$ cat src/rtl/vote_tally_n_if.sv
// Ballot/result bundle between the ballot front-end (master) and the vote tally block (slave).
interface vote_tally_n_if #(
  parameter int unsigned N     = 4,
  parameter int unsigned CNT_W = $clog2(N + 1)
);
  logic             start;
  logic             close;
  logic             ballot_valid;
  logic [N-1:0]     ballot;
  logic [N-1:0]     present;
  logic             busy;
  logic [N-1:0]     voted;
  logic [CNT_W-1:0] yes_cnt;
  logic [CNT_W-1:0] no_cnt;
  logic             result_valid;
  logic             maj;
  logic             uni;
  logic             tie;
  logic             none;
  logic             dup_err;

  modport master (
    output start, close, ballot_valid, ballot, present,
    input  busy, voted, yes_cnt, no_cnt, result_valid, maj, uni, tie, none, dup_err
  );

  modport slave (
    input  start, close, ballot_valid, ballot, present,
    output busy, voted, yes_cnt, no_cnt, result_valid, maj, uni, tie, none, dup_err
  );
endinterface

$ cat src/rtl/vote_tally_n.sv
// N-voter session tally: accumulates one ballot per voter per session and
// registers majority / unanimous / tie / no-quorum flags when the session ends.
module vote_tally_n #(
  parameter int unsigned N     = 4,
  parameter int unsigned CNT_W = $clog2(N + 1)
) (
  input logic          clk,
  input logic          rst_n,
  vote_tally_n_if.slave bus
);

  typedef enum logic [1:0] {IDLE, OPEN, RESULT} state_t;

  state_t state;

  logic [N-1:0]     fresh;
  logic [N-1:0]     dup;
  logic [N-1:0]     voted_nxt;
  logic [CNT_W-1:0] yes_nxt;
  logic [CNT_W-1:0] no_nxt;
  logic [CNT_W-1:0] fin_yes;
  logic [CNT_W-1:0] fin_no;
  logic [CNT_W:0]   fin_cast;
  logic             fin_none;
  logic             auto_close;

  function automatic logic [CNT_W-1:0] popcount(input logic [N-1:0] v);
    logic [CNT_W-1:0] c;
    c = '0;
    for (int unsigned i = 0; i < N; i++) c = c + CNT_W'(v[i]);
    return c;
  endfunction

  // Ballot accounting for this cycle; final counts include a ballot arriving with close.
  always_comb begin
    fresh      = bus.present & ~bus.voted;
    dup        = bus.present & bus.voted;
    voted_nxt  = bus.voted | fresh;
    yes_nxt    = bus.yes_cnt + popcount(fresh & bus.ballot);
    no_nxt     = bus.no_cnt + popcount(fresh & ~bus.ballot);
    fin_yes    = bus.ballot_valid ? yes_nxt : bus.yes_cnt;
    fin_no     = bus.ballot_valid ? no_nxt : bus.no_cnt;
    fin_cast   = {1'b0, fin_yes} + {1'b0, fin_no};
    fin_none   = (fin_cast == '0);
    auto_close = bus.ballot_valid && (&voted_nxt);
  end

  always_ff @(posedge clk or negedge rst_n) begin
    if (!rst_n) begin
      state            <= IDLE;
      bus.busy         <= 1'b0;
      bus.voted        <= '0;
      bus.yes_cnt      <= '0;
      bus.no_cnt       <= '0;
      bus.result_valid <= 1'b0;
      bus.maj          <= 1'b0;
      bus.uni          <= 1'b0;
      bus.tie          <= 1'b0;
      bus.none         <= 1'b0;
      bus.dup_err      <= 1'b0;
    end else begin
      bus.result_valid <= 1'b0;
      case (state)
        IDLE: begin
          if (bus.start) begin
            state       <= OPEN;
            bus.busy    <= 1'b1;
            bus.voted   <= '0;
            bus.yes_cnt <= '0;
            bus.no_cnt  <= '0;
            bus.dup_err <= 1'b0;
            bus.maj     <= 1'b0;
            bus.uni     <= 1'b0;
            bus.tie     <= 1'b0;
            bus.none    <= 1'b0;
          end
        end
        OPEN: begin
          if (bus.start) begin
            // Restart wins over close and any ballot in the same cycle.
            bus.voted   <= '0;
            bus.yes_cnt <= '0;
            bus.no_cnt  <= '0;
            bus.dup_err <= 1'b0;
          end else begin
            if (bus.ballot_valid) begin
              bus.voted   <= voted_nxt;
              bus.yes_cnt <= yes_nxt;
              bus.no_cnt  <= no_nxt;
              if (|dup) bus.dup_err <= 1'b1;
            end
            if (bus.close || auto_close) begin
              state            <= RESULT;
              bus.busy         <= 1'b0;
              bus.result_valid <= 1'b1;
              bus.none         <= fin_none;
              bus.maj          <= !fin_none && (fin_yes > fin_no);
              bus.tie          <= !fin_none && (fin_yes == fin_no);
              bus.uni          <= !fin_none && ((fin_yes == '0) || (fin_no == '0));
            end
          end
        end
        RESULT:  state <= IDLE;
        default: state <= IDLE;
      endcase
    end
  end

endmodule

$ cat src/flat_wrapper.sv
// flat-port wrapper written by rule: the top's interface ports become plain ports
module vote_tally_n_flat 
#(
  parameter int unsigned N     = 4,
  parameter int unsigned CNT_W = $clog2(N + 1)
)
  (clk, rst_n, bus_start, bus_close, bus_ballot_valid, bus_ballot, bus_present, bus_busy, bus_voted, bus_yes_cnt, bus_no_cnt, bus_result_valid, bus_maj, bus_uni, bus_tie, bus_none, bus_dup_err);
  vote_tally_n_if #(.N(N), .CNT_W(CNT_W)) bus_i ();
  input logic clk;
  input logic rst_n;
  input wire logic [$bits(bus_i.start)-1:0] bus_start;
  input wire logic [$bits(bus_i.close)-1:0] bus_close;
  input wire logic [$bits(bus_i.ballot_valid)-1:0] bus_ballot_valid;
  input wire logic [$bits(bus_i.ballot)-1:0] bus_ballot;
  input wire logic [$bits(bus_i.present)-1:0] bus_present;
  output wire logic [$bits(bus_i.busy)-1:0] bus_busy;
  output wire logic [$bits(bus_i.voted)-1:0] bus_voted;
  output wire logic [$bits(bus_i.yes_cnt)-1:0] bus_yes_cnt;
  output wire logic [$bits(bus_i.no_cnt)-1:0] bus_no_cnt;
  output wire logic [$bits(bus_i.result_valid)-1:0] bus_result_valid;
  output wire logic [$bits(bus_i.maj)-1:0] bus_maj;
  output wire logic [$bits(bus_i.uni)-1:0] bus_uni;
  output wire logic [$bits(bus_i.tie)-1:0] bus_tie;
  output wire logic [$bits(bus_i.none)-1:0] bus_none;
  output wire logic [$bits(bus_i.dup_err)-1:0] bus_dup_err;
  assign bus_i.start = bus_start;
  assign bus_i.close = bus_close;
  assign bus_i.ballot_valid = bus_ballot_valid;
  assign bus_i.ballot = bus_ballot;
  assign bus_i.present = bus_present;
  assign bus_busy = bus_i.busy;
  assign bus_voted = bus_i.voted;
  assign bus_yes_cnt = bus_i.yes_cnt;
  assign bus_no_cnt = bus_i.no_cnt;
  assign bus_result_valid = bus_i.result_valid;
  assign bus_maj = bus_i.maj;
  assign bus_uni = bus_i.uni;
  assign bus_tie = bus_i.tie;
  assign bus_none = bus_i.none;
  assign bus_dup_err = bus_i.dup_err;
  vote_tally_n #(.N(N), .CNT_W(CNT_W)) u_core (.clk(clk), .rst_n(rst_n), .bus(bus_i));
endmodule
$ cat config.mk
export PLATFORM = sky130hd
export DESIGN_NAME = vote_tally_n_flat
export DESIGN_NICKNAME = d
export VERILOG_FILES = /design/src/rtl/vote_tally_n_if.sv /design/src/rtl/vote_tally_n.sv /design/src/flat_wrapper.sv
export SDC_FILE = /design/constraint.sdc
export NUM_CORES = 1
export LEC_CHECK = 0
export ABC_AREA = 0
export CORE_AREA = 4 4 44 75
export CTS_BUF_LIST = sky130_fd_sc_hd__clkbuf_2
export DETAILED_ROUTE_END_ITERATION = 10
export DIE_AREA = 0 0 48 79
export PLACE_DENSITY = 0.85
export SYNTH_ARGS = -nofsm -noshare
export SYNTH_HDL_FRONTEND = slang
export SYNTH_SLANG_ARGS = --single-unit
$ cat constraint.sdc
create_clock -name clk -period 7.7 [get_ports clk]
set_clock_uncertainty 0.2 [all_clocks]
set_input_delay 1.54 -clock clk [delete_from_list [all_inputs] [get_ports clk]]
set_output_delay 1.54 -clock clk [all_outputs]
set_load 0.05 [all_outputs]
==> results of run 1 <==
synthesized netlist by cell type, types with 3 or more instances:
cell type                  count
sky130_fd_sc_hd__dfrtp_1      19
sky130_fd_sc_hd__inv_1        18
sky130_fd_sc_hd__ha_1         12
sky130_fd_sc_hd__a21oi_1      11
sky130_fd_sc_hd__nor2_1       10
sky130_fd_sc_hd__nand2_1       9
sky130_fd_sc_hd__o21ai_0       8
sky130_fd_sc_hd__nor2b_1       7
sky130_fd_sc_hd__clkbuf_1      5
sky130_fd_sc_hd__fa_1          5
sky130_fd_sc_hd__nor3b_1       5
sky130_fd_sc_hd__and3b_1       3
cells in the final DEF, fill, tap and decap left out, types with 3 or more instances in the layout:
master	n
sky130_fd_sc_hd__a21oi_1	11
sky130_fd_sc_hd__and3b_1	3
sky130_fd_sc_hd__clkbuf_2	3
sky130_fd_sc_hd__clkdlybuf4s50_1	29
sky130_fd_sc_hd__dfrtp_1	19
sky130_fd_sc_hd__fa_1	5
sky130_fd_sc_hd__ha_1	12
sky130_fd_sc_hd__inv_1	18
sky130_fd_sc_hd__nand2_1	9
sky130_fd_sc_hd__nor2_1	10
sky130_fd_sc_hd__nor2b_1	7
sky130_fd_sc_hd__nor3b_1	5
sky130_fd_sc_hd__o21ai_0	8
per-stage QoR:
step | cell area [um2] | util
4_1_cts | 1760 | 0.653
3_5_place_dp | 1740 | 0.645
3_3_place_gp | 1740 | 0.645
6_report | 1760 | 0.653
2_1_floorplan | 1440 | -
5_1_grt | 1760 | 0.653
cell type report:
type,count,area (um2)
tap,27,33.8
inverter,20,77.6
sequential,19,475
clock buffer,3,15.0
timing repair buffer,29,290
multi-input combinational,108,858
clock inverter,1,5.00
fill,220,935
state kept, by name, indices dropped and copies added (netlist names):
| register | cells |
|---|---|
| u_core.bus.none | 1 |
| u_core.bus.result_valid | 1 |
| u_core.bus.tie | 1 |
| u_core.bus.voted | 4 |
| u_core.bus.no_cnt | 3 |
| u_core.bus.maj | 1 |
| u_core.bus.dup_err | 1 |
| u_core.state | 2 |
| u_core.bus.busy | 1 |
| u_core.bus.yes_cnt | 3 |
| u_core.bus.uni | 1 |
worst paths after layout:
| path | start | end | slack, ps | cells past startpoint |
|---|---|---|---|---|
| max | bus_present[0] | u_core.bus.maj$_DFFE_PN0P_ | 2050 | 18 |
| min | u_core.bus.uni$_DFFE_PN0P_ | u_core.bus.uni$_DFFE_PN0P_ | 320 | 1 |
| max reg2reg | u_core.bus.voted[0]$_DFFE_PN0P_ | u_core.bus.maj$_DFFE_PN0P_ | 3320 | 17 |
| min reg2reg | u_core.bus.uni$_DFFE_PN0P_ | u_core.bus.uni$_DFFE_PN0P_ | 320 | 1 |
| max in group asynchronous | rst_n | u_core.bus.no_cnt[1]$_DFFE_PN0P_ | 5310 | 1 |
| min in group asynchronous | rst_n | u_core.bus.no_cnt[0]$_DFFE_PN0P_ | 1460 | 1 |
per-layer routing:
layer / track usage / up-vias / share of wire
li1: - / 580 / -
met2: 0.342 / 39 / 0.57
met4: 0.0916 / 0 / 0.030
met3: 0.0181 / 11 / 0.035
met5: 0 / - / 0
met1: 0.216 / 581 / 0.37
power by group through the flow:
| stage | Combinational, mW | Sequential [mW] | Clock (mW) |
|---|---|---|---|
| global route | 0.220 | 0.132 | 0.0502 |
| CTS | 0.204 | 0.129 | 0.0453 |
| finish | 0.203 | 0.129 | 0.0450 |
| global placement | 0.196 | 0.130 | 0 |
| detailed placement | 0.204 | 0.131 | 0 |
| floorplan | 0.0921 | 0.178 | 0 |
cell families after synthesis:
kind of cell             count (synthesis)  share of synthesized area
flip-flops                              19                      0.330
AO/OA/AOI/OAI                           40                      0.191
AND/OR/NAND/NOR                         47                      0.205
XOR/XNOR                                 2                     0.0122
adder cells (fa/ha/maj)                 17                      0.174
multiplexers                             2                     0.0139
buffers and inverters                   26                     0.0747
==> parameters.txt, run 1 <==
Parameter                              Value

Place
  Count of input and output buffers ... 29
  Inst Count DP ... between 200 and 250
  Final RePlAce weighted congestion ... 0.904
  Placed wire-length estimate ... 2680 um
  Worst setup slack before clock tree synthesis ... roughly 1700 ps

Outcome
  Result of the run ... finished, final reports clean

Hold path
  Hold crit path type ... reg2reg

Floorplanning
  Chip width ... 48 um
  Initial core utilization ... 0.536
  Area of the die ... roughly 3800 um2
  Vertical die dimension ... ~80 um
  Placeable core region ... around 2700 um2
  I/O pins ... 30
  Row cnt ... 25

Final layout
  Non-filler cells, final ... 207
  Synthesis-to-finish area growth ... 21.8%
  Nets ... 211
  Diode insertion count for antenna repair ... 0
  Share of final-layout standard cells stronger than drive strength 1 ... 0.0944

Worst setup path
  Data required time of the critical path ... between 7000 and 8000 ps
  Worst-path cell with the longest stage delay ... sky130_fd_sc_hd__clkdlybuf4s50_1
  Cell class contributing the biggest share of worst-path delay ... adder cells
  Cell-by-cell listing of the critical path ... clkdlybuf4s50_1 -> nor3b_1 -> ha_1 -> inv_1 -> fa_1 -> inv_1 -> ha_1 -> inv_1 -> fa_1 -> xor2_1 -> or3_4 -> and2_1 -> ha_1 -> a211oi_1 -> mux2i_1 -> nor4_1 -> nand2b_1 -> o32ai_2
  Count of buffering cells on the critical path with inverters included ... 4
  CP peak stage delay ... between 500 and 600 ps
  Arrival time of data at the critical path endpoint ... between 5000 and 6000 ps
  Critical Path End Type ... flip-flop
  Highest net fanout along the worst path ... 5
  Sort of element at the start of the critical path ... input pin
  Classification of the worst setup path ... in2reg

STA
  Total negative setup slack ... 0 ps
  Worst slew slack as a fraction of its limit ... 0.427
  Unrepaired setup endpoints after global routing ... false
  Transition at the pin with the smallest max-transition slack ... 856 ps
  Worst Slack Setup Final ... slightly above 2000 ps
  Final setup viols ... 0
  Share of the clock period used by the worst path ... 0.733
  Max Clk Rate ... ~180 MHz
  Max Transition Viols Final ... 0
  Minimum period implied by the final worst setup slack ... roughly 5600 ps
  Worst hold slack across all endpoints ... 320 ps
  Final number of hold-violating endpoints ... 0

Clocking
  Post-CTS sizing ... 0
  Clock net sink count ... 19
  Clock transition at path regs ... 190 ps
  Skew-Pair Late Insertion Delay ... between 300 and 400 ps
  Number of buffers between clock root and the deepest sink ... 2
  CTS Buf Count ... 3
  Maximum level of the CTS H-tree ... 1
  Post-CTS Hold Fix Bufs ... 0
  Count of buffers added by post-CTS timing repair for setup ... 0
  TritonCTS clock tree ... done
  CTS Root Buffer Type ... sky130_fd_sc_hd__clkbuf_2

Power and ir drop
  Worst-case vdd ir drop ... between 0.1 and 0.15 mV
  Comb pwr share ... 0.538
  Power density over the cells ... 215 nW/um2
  Clk network pwr share ... 0.119
  Pwr Total ... 0.377 mW
  Sequential share of power ... 0.343
  Power dissipated by switching net loads ... around 0.17 mW
  Internal power ... approximately 0.21 mW
  Switching power as a share of total power ... 0.453
  Leakage ... approximately 0.78 nW

Synthesis
  Netlist area before placement ... roughly 1400 um2
  Fraction of post-synthesis cell area in the top cell type by area ... 0.330
  Dominant cell type by area after synthesis ... sky130_fd_sc_hd__dfrtp_1
  Total of flip-flops plus latches after synthesis ... 19
  Top flip-flop cell by instance count after synthesis ... sky130_fd_sc_hd__dfrtp_1
  Share of synthesized flip-flops with an asynchronous set or reset ... 1.00
  Yosys cell types ... 44
  Post-synth EDFFs ... 0
  Cells after synthesis ... around 150
  YS warnings ... 0
  Proportion of synthesized chip area in sequential cells ... 0.330
  Mean instance size in the synthesized netlist ... 9.42 um2
  Post-Syn Nets ... about 180
  Largest cells by area after synthesis ... sky130_fd_sc_hd__dfrtp_1 (33%), sky130_fd_sc_hd__ha_1 (10%), sky130_fd_sc_hd__fa_1 (6.9%)

Routing
  Via count normalized by instance count ... 5.85
  Detailed Route WL ... 3300 um
  Number of optimization iterations in the first detailed-route pass ... 4
  Per-cell routed wire length ... ~16 um
  First DRT Iteration DRCs ... 30
  Total via count after detailed routing ... 1211
  Number of remaining DRC errors ... 0
  Antenna-violating nets left ... 0

GRT
  Total global routing track utilization ... 0.194
  Total grt overflow ... 0
  First-pass GRT wire length ... around 5200 um
  Initial antenna violation count ... 0
  Via count of the first global-routing pass ... 1186
  Maximum number of pins on one net before global-route repair ... 20

Run
  Number of maximum-capacitance violations ... 0
No activity file was read; power rests on OpenSTA's default activity.
==> run 2: changes to the inputs <==
Settings changed: CORE_AREA 4 4 44 75 to 4 4 45 76, DIE_AREA 0 0 48 79 to 0 0 49 80, PLACE_DENSITY 0.85 to 0.83.
Clock period 7.7 ns to 5.7 ns, I/O delays scaled along.
==> run 2 against run 1 <==
Compared with the run above: largest power group unchanged; highest routed layer unchanged; critical path depth unchanged; combinational power increased by 35%; critical path type unchanged; clock-buffer cell count unchanged; routed wire length increased by 2.2%.
==> parameters.txt, run 2 (synthesis results as in run 1) <==
Parameter                              Value

Worst setup path
  Cell class contributing the biggest share of worst-path delay ... adder cells
  Source of the worst register-to-register timing path ... u_core.bus.voted[0]$_DFFE_PN0P_
  Worst-path cell with the longest stage delay ... sky130_fd_sc_hd__clkdlybuf4s50_1
  Worst reg2reg setup slack ... ~1300 ps
  Classification of the worst setup path ... in2reg
  Worst setup path start ... bus_present[1]
  Count of buffering cells on the critical path with inverters included ... 4
  Worst R2R Path Depth ... 17
  Critical Path End Type ... flip-flop
  Highest net fanout along the worst path ... 5
  Arrival time of data at the critical path endpoint ... about 5300 ps
  CP peak stage delay ... 540 ps
  Data required time of the critical path ... about 5700 ps
  Reg-to-Reg End ... u_core.bus.maj$_DFFE_PN0P_
  Sort of element at the start of the critical path ... input pin
  Cell-by-cell listing of the critical path ... clkdlybuf4s50_1 -> nor3b_1 -> ha_1 -> inv_1 -> fa_1 -> inv_1 -> ha_1 -> inv_1 -> fa_1 -> xor2_1 -> or3_4 -> and2_1 -> ha_1 -> a211oi_1 -> mux2i_1 -> nor4_1 -> nand2b_1 -> o32ai_2

Routing
  Number of remaining DRC errors ... 0
  Number of optimization iterations in the first detailed-route pass ... 5
  Total via count after detailed routing ... between 1000 and 1500
  Per-cell routed wire length ... 16.1 um
  Antenna-violating nets left ... 0
  Detailed Route WL ... between 3000 and 4000 um
  Via count normalized by instance count ... approximately 5.8
  First DRT Iteration DRCs ... 36

Floorplanning
  Vertical die dimension ... roughly 80 um
  Initial core utilization ... 0.524
  Placeable core region ... 2750 um2
  Area of the die ... around 3900 um2
  I/O pins ... 30
  Chip width ... roughly 50 um
  Row cnt ... 25

Place
  Count of input and output buffers ... 29
  Placed wire-length estimate ... around 2700 um
  Final RePlAce weighted congestion ... approximately 0.95

Clocking
  Maximum level of the CTS H-tree ... 1
  Post-CTS Hold Fix Bufs ... 0
  CTS Root Buffer Type ... sky130_fd_sc_hd__clkbuf_2
  Number of buffers between clock root and the deepest sink ... 2
  Skew-Pair Late Insertion Delay ... between 300 and 400 ps
  Count of buffers added by post-CTS timing repair for setup ... 0
  Post-CTS sizing ... 0
  Clock net sink count ... 19
  TritonCTS clock tree ... done
  Clock transition at path regs ... between 150 and 200 ps
  CTS Buf Count ... 3

Power and ir drop
  Worst-case vdd ir drop ... between 0.2 and 0.25 mV
  Sequential share of power ... 0.340
  Clk network pwr share ... 0.123
  Power density over the cells ... roughly 290 nW/um2
  Power dissipated by switching net loads ... between 0.2 and 0.25 mW
  Internal power ... ~0.28 mW
  Comb pwr share ... 0.537
  Leakage ... slightly below 0.8 nW
  Switching power as a share of total power ... 0.453

Final layout
  Largest register by flop count ... u_core.bus.voted
  Number of flip-flops under the largest register name ... 4
  Commonest non-fill, non-tap cell in the layout ... sky130_fd_sc_hd__clkdlybuf4s50_1
  Commonest cells after routing, fill and taps aside ... sky130_fd_sc_hd__clkdlybuf4s50_1 (29), sky130_fd_sc_hd__dfrtp_1 (19), sky130_fd_sc_hd__inv_1 (18)
  Share of final-layout standard cells stronger than drive strength 1 ... 0.104
  Nets ... ~210
  Synthesis-to-finish area growth ... 22.8%
  Utilization after layout ... 0.643
  Diode insertion count for antenna repair ... 0
  Leading registers by flop count ... u_core.bus.voted (4), u_core.bus.no_cnt (3), u_core.bus.yes_cnt (3)

STA
  Total negative setup slack ... 0 ps
  Max Clk Rate ... between 150 and 200 MHz
  Worst slew slack as a fraction of its limit ... 0.421
  Final setup viols ... 0
  Minimum period implied by the final worst setup slack ... around 5300 ps
  Share of the clock period used by the worst path ... 0.927
  Max Transition Viols Final ... 0
  Unrepaired setup endpoints after global routing ... false
  Transition at the pin with the smallest max-transition slack ... between 800 and 900 ps
  Final number of hold-violating endpoints ... 0

GRT
  First-pass GRT wire length ... 5850 um
  Total grt overflow ... 0
  Via count of the first global-routing pass ... 1332
  Maximum number of pins on one net before global-route repair ... 20
  Total global routing track utilization ... 0.189
  Initial antenna violation count ... 0

Hold path
  Startpoint of the tightest hold check path ... u_core.bus.uni$_DFFE_PN0P_
  Hold crit path type ... reg2reg
  Hold worst-path end ... u_core.bus.uni$_DFFE_PN0P_
  Worst hold path cell count ... 1

Run
  Number of maximum-capacitance violations ... 0

Outcome
  Result of the run ... finished, final reports clean
[run 2: cell count changes in the layout (fill, tap and decap cells not counted)]
cell and change:
sky130_fd_sc_hd__buf_4 +2
[run 2: metal layers]
metal  track usage  vias to the layer above  wire (um)
met4        0.0889                        0        107
met2         0.361                       37       1890
met3        0.0187                       11        124
met1         0.199                      573       1260
met5             0                        -          0
li1              -                      581          -
[run 2: worst max path at each step]
stage / endpoint / slack (ps) / cells past startpoint
floorplan: u_core.bus.maj$_DFFE_PN0P_ / 960 / 17
global placement: u_core.bus.maj$_DFFE_PN0P_ / 240 / 18
detailed placement: u_core.bus.maj$_DFFE_PN0P_ / 30 / 18
CTS: u_core.bus.maj$_DFFE_PN0P_ / 390 / 18
global route: u_core.bus.maj$_DFFE_PN0P_ / 120 / 18
finish: u_core.bus.maj$_DFFE_PN0P_ / 420 / 18
[run 2: power groups by stage]
stage / combinational, mW / clock, mW / sequential [mW]
after global routing: 0.301 / 0.0664 / 0.178
after global placement: 0.269 / 0 / 0.176
final: 0.275 / 0.0628 / 0.174
after detailed placement: 0.276 / 0 / 0.177
after CTS: 0.277 / 0.0626 / 0.174
after floorplan: 0.124 / 0 / 0.241
[run 2: cell type report]
cell class	count	area [um2]
inverter	20	77.6
multi-input combinational	108	858
fill	236	982
tap	27	33.8
timing repair buffer	31	305
sequential	19	475
clock inverter	1	5.00
clock buffer	3	15.0
[run 2: metrics by stage]
| step | cell area (um2) | total power [mW] | worst slack, ps | hold WS (ps) | std cells |
|---|---|---|---|---|---|
| floorplan | 1440 | 0.365 | 965 | 471 | 153 |
| finish | 1770 | 0.512 | 418 | 322 | 209 |
| detailed placement | 1750 | 0.453 | 32.5 | 282 | 205 |
| CTS | 1770 | 0.514 | 395 | 322 | 209 |
| global route | 1770 | 0.546 | 121 | 346 | 209 |
| global placement | 1750 | 0.445 | 238 | 287 | 205 |
==> run 3: changes to the inputs <==
Settings changed: CORE_AREA 4 4 45 76 to 4 4 44 75, CTS_CLUSTER_DIAMETER set to 200, DIE_AREA 0 0 49 80 to 0 0 48 79, PLACE_DENSITY 0.83 to 0.85.
Clock period 5.7 ns to 6.1 ns, I/O delays scaled along.
==> results of run 3 <==
Same layout as run 1 (identical final DEF). Status: finished, final reports clean.
Main changes from that run: setup slack after placement 1670 ps -> 388 ps; setup slack after layout 2050 ps -> 773 ps; register-to-register setup slack 3320 ps -> 1720 ps; total power 0.377 mW -> 0.476 mW; worst IR drop on VDD 0.142 mV -> 0.179 mV
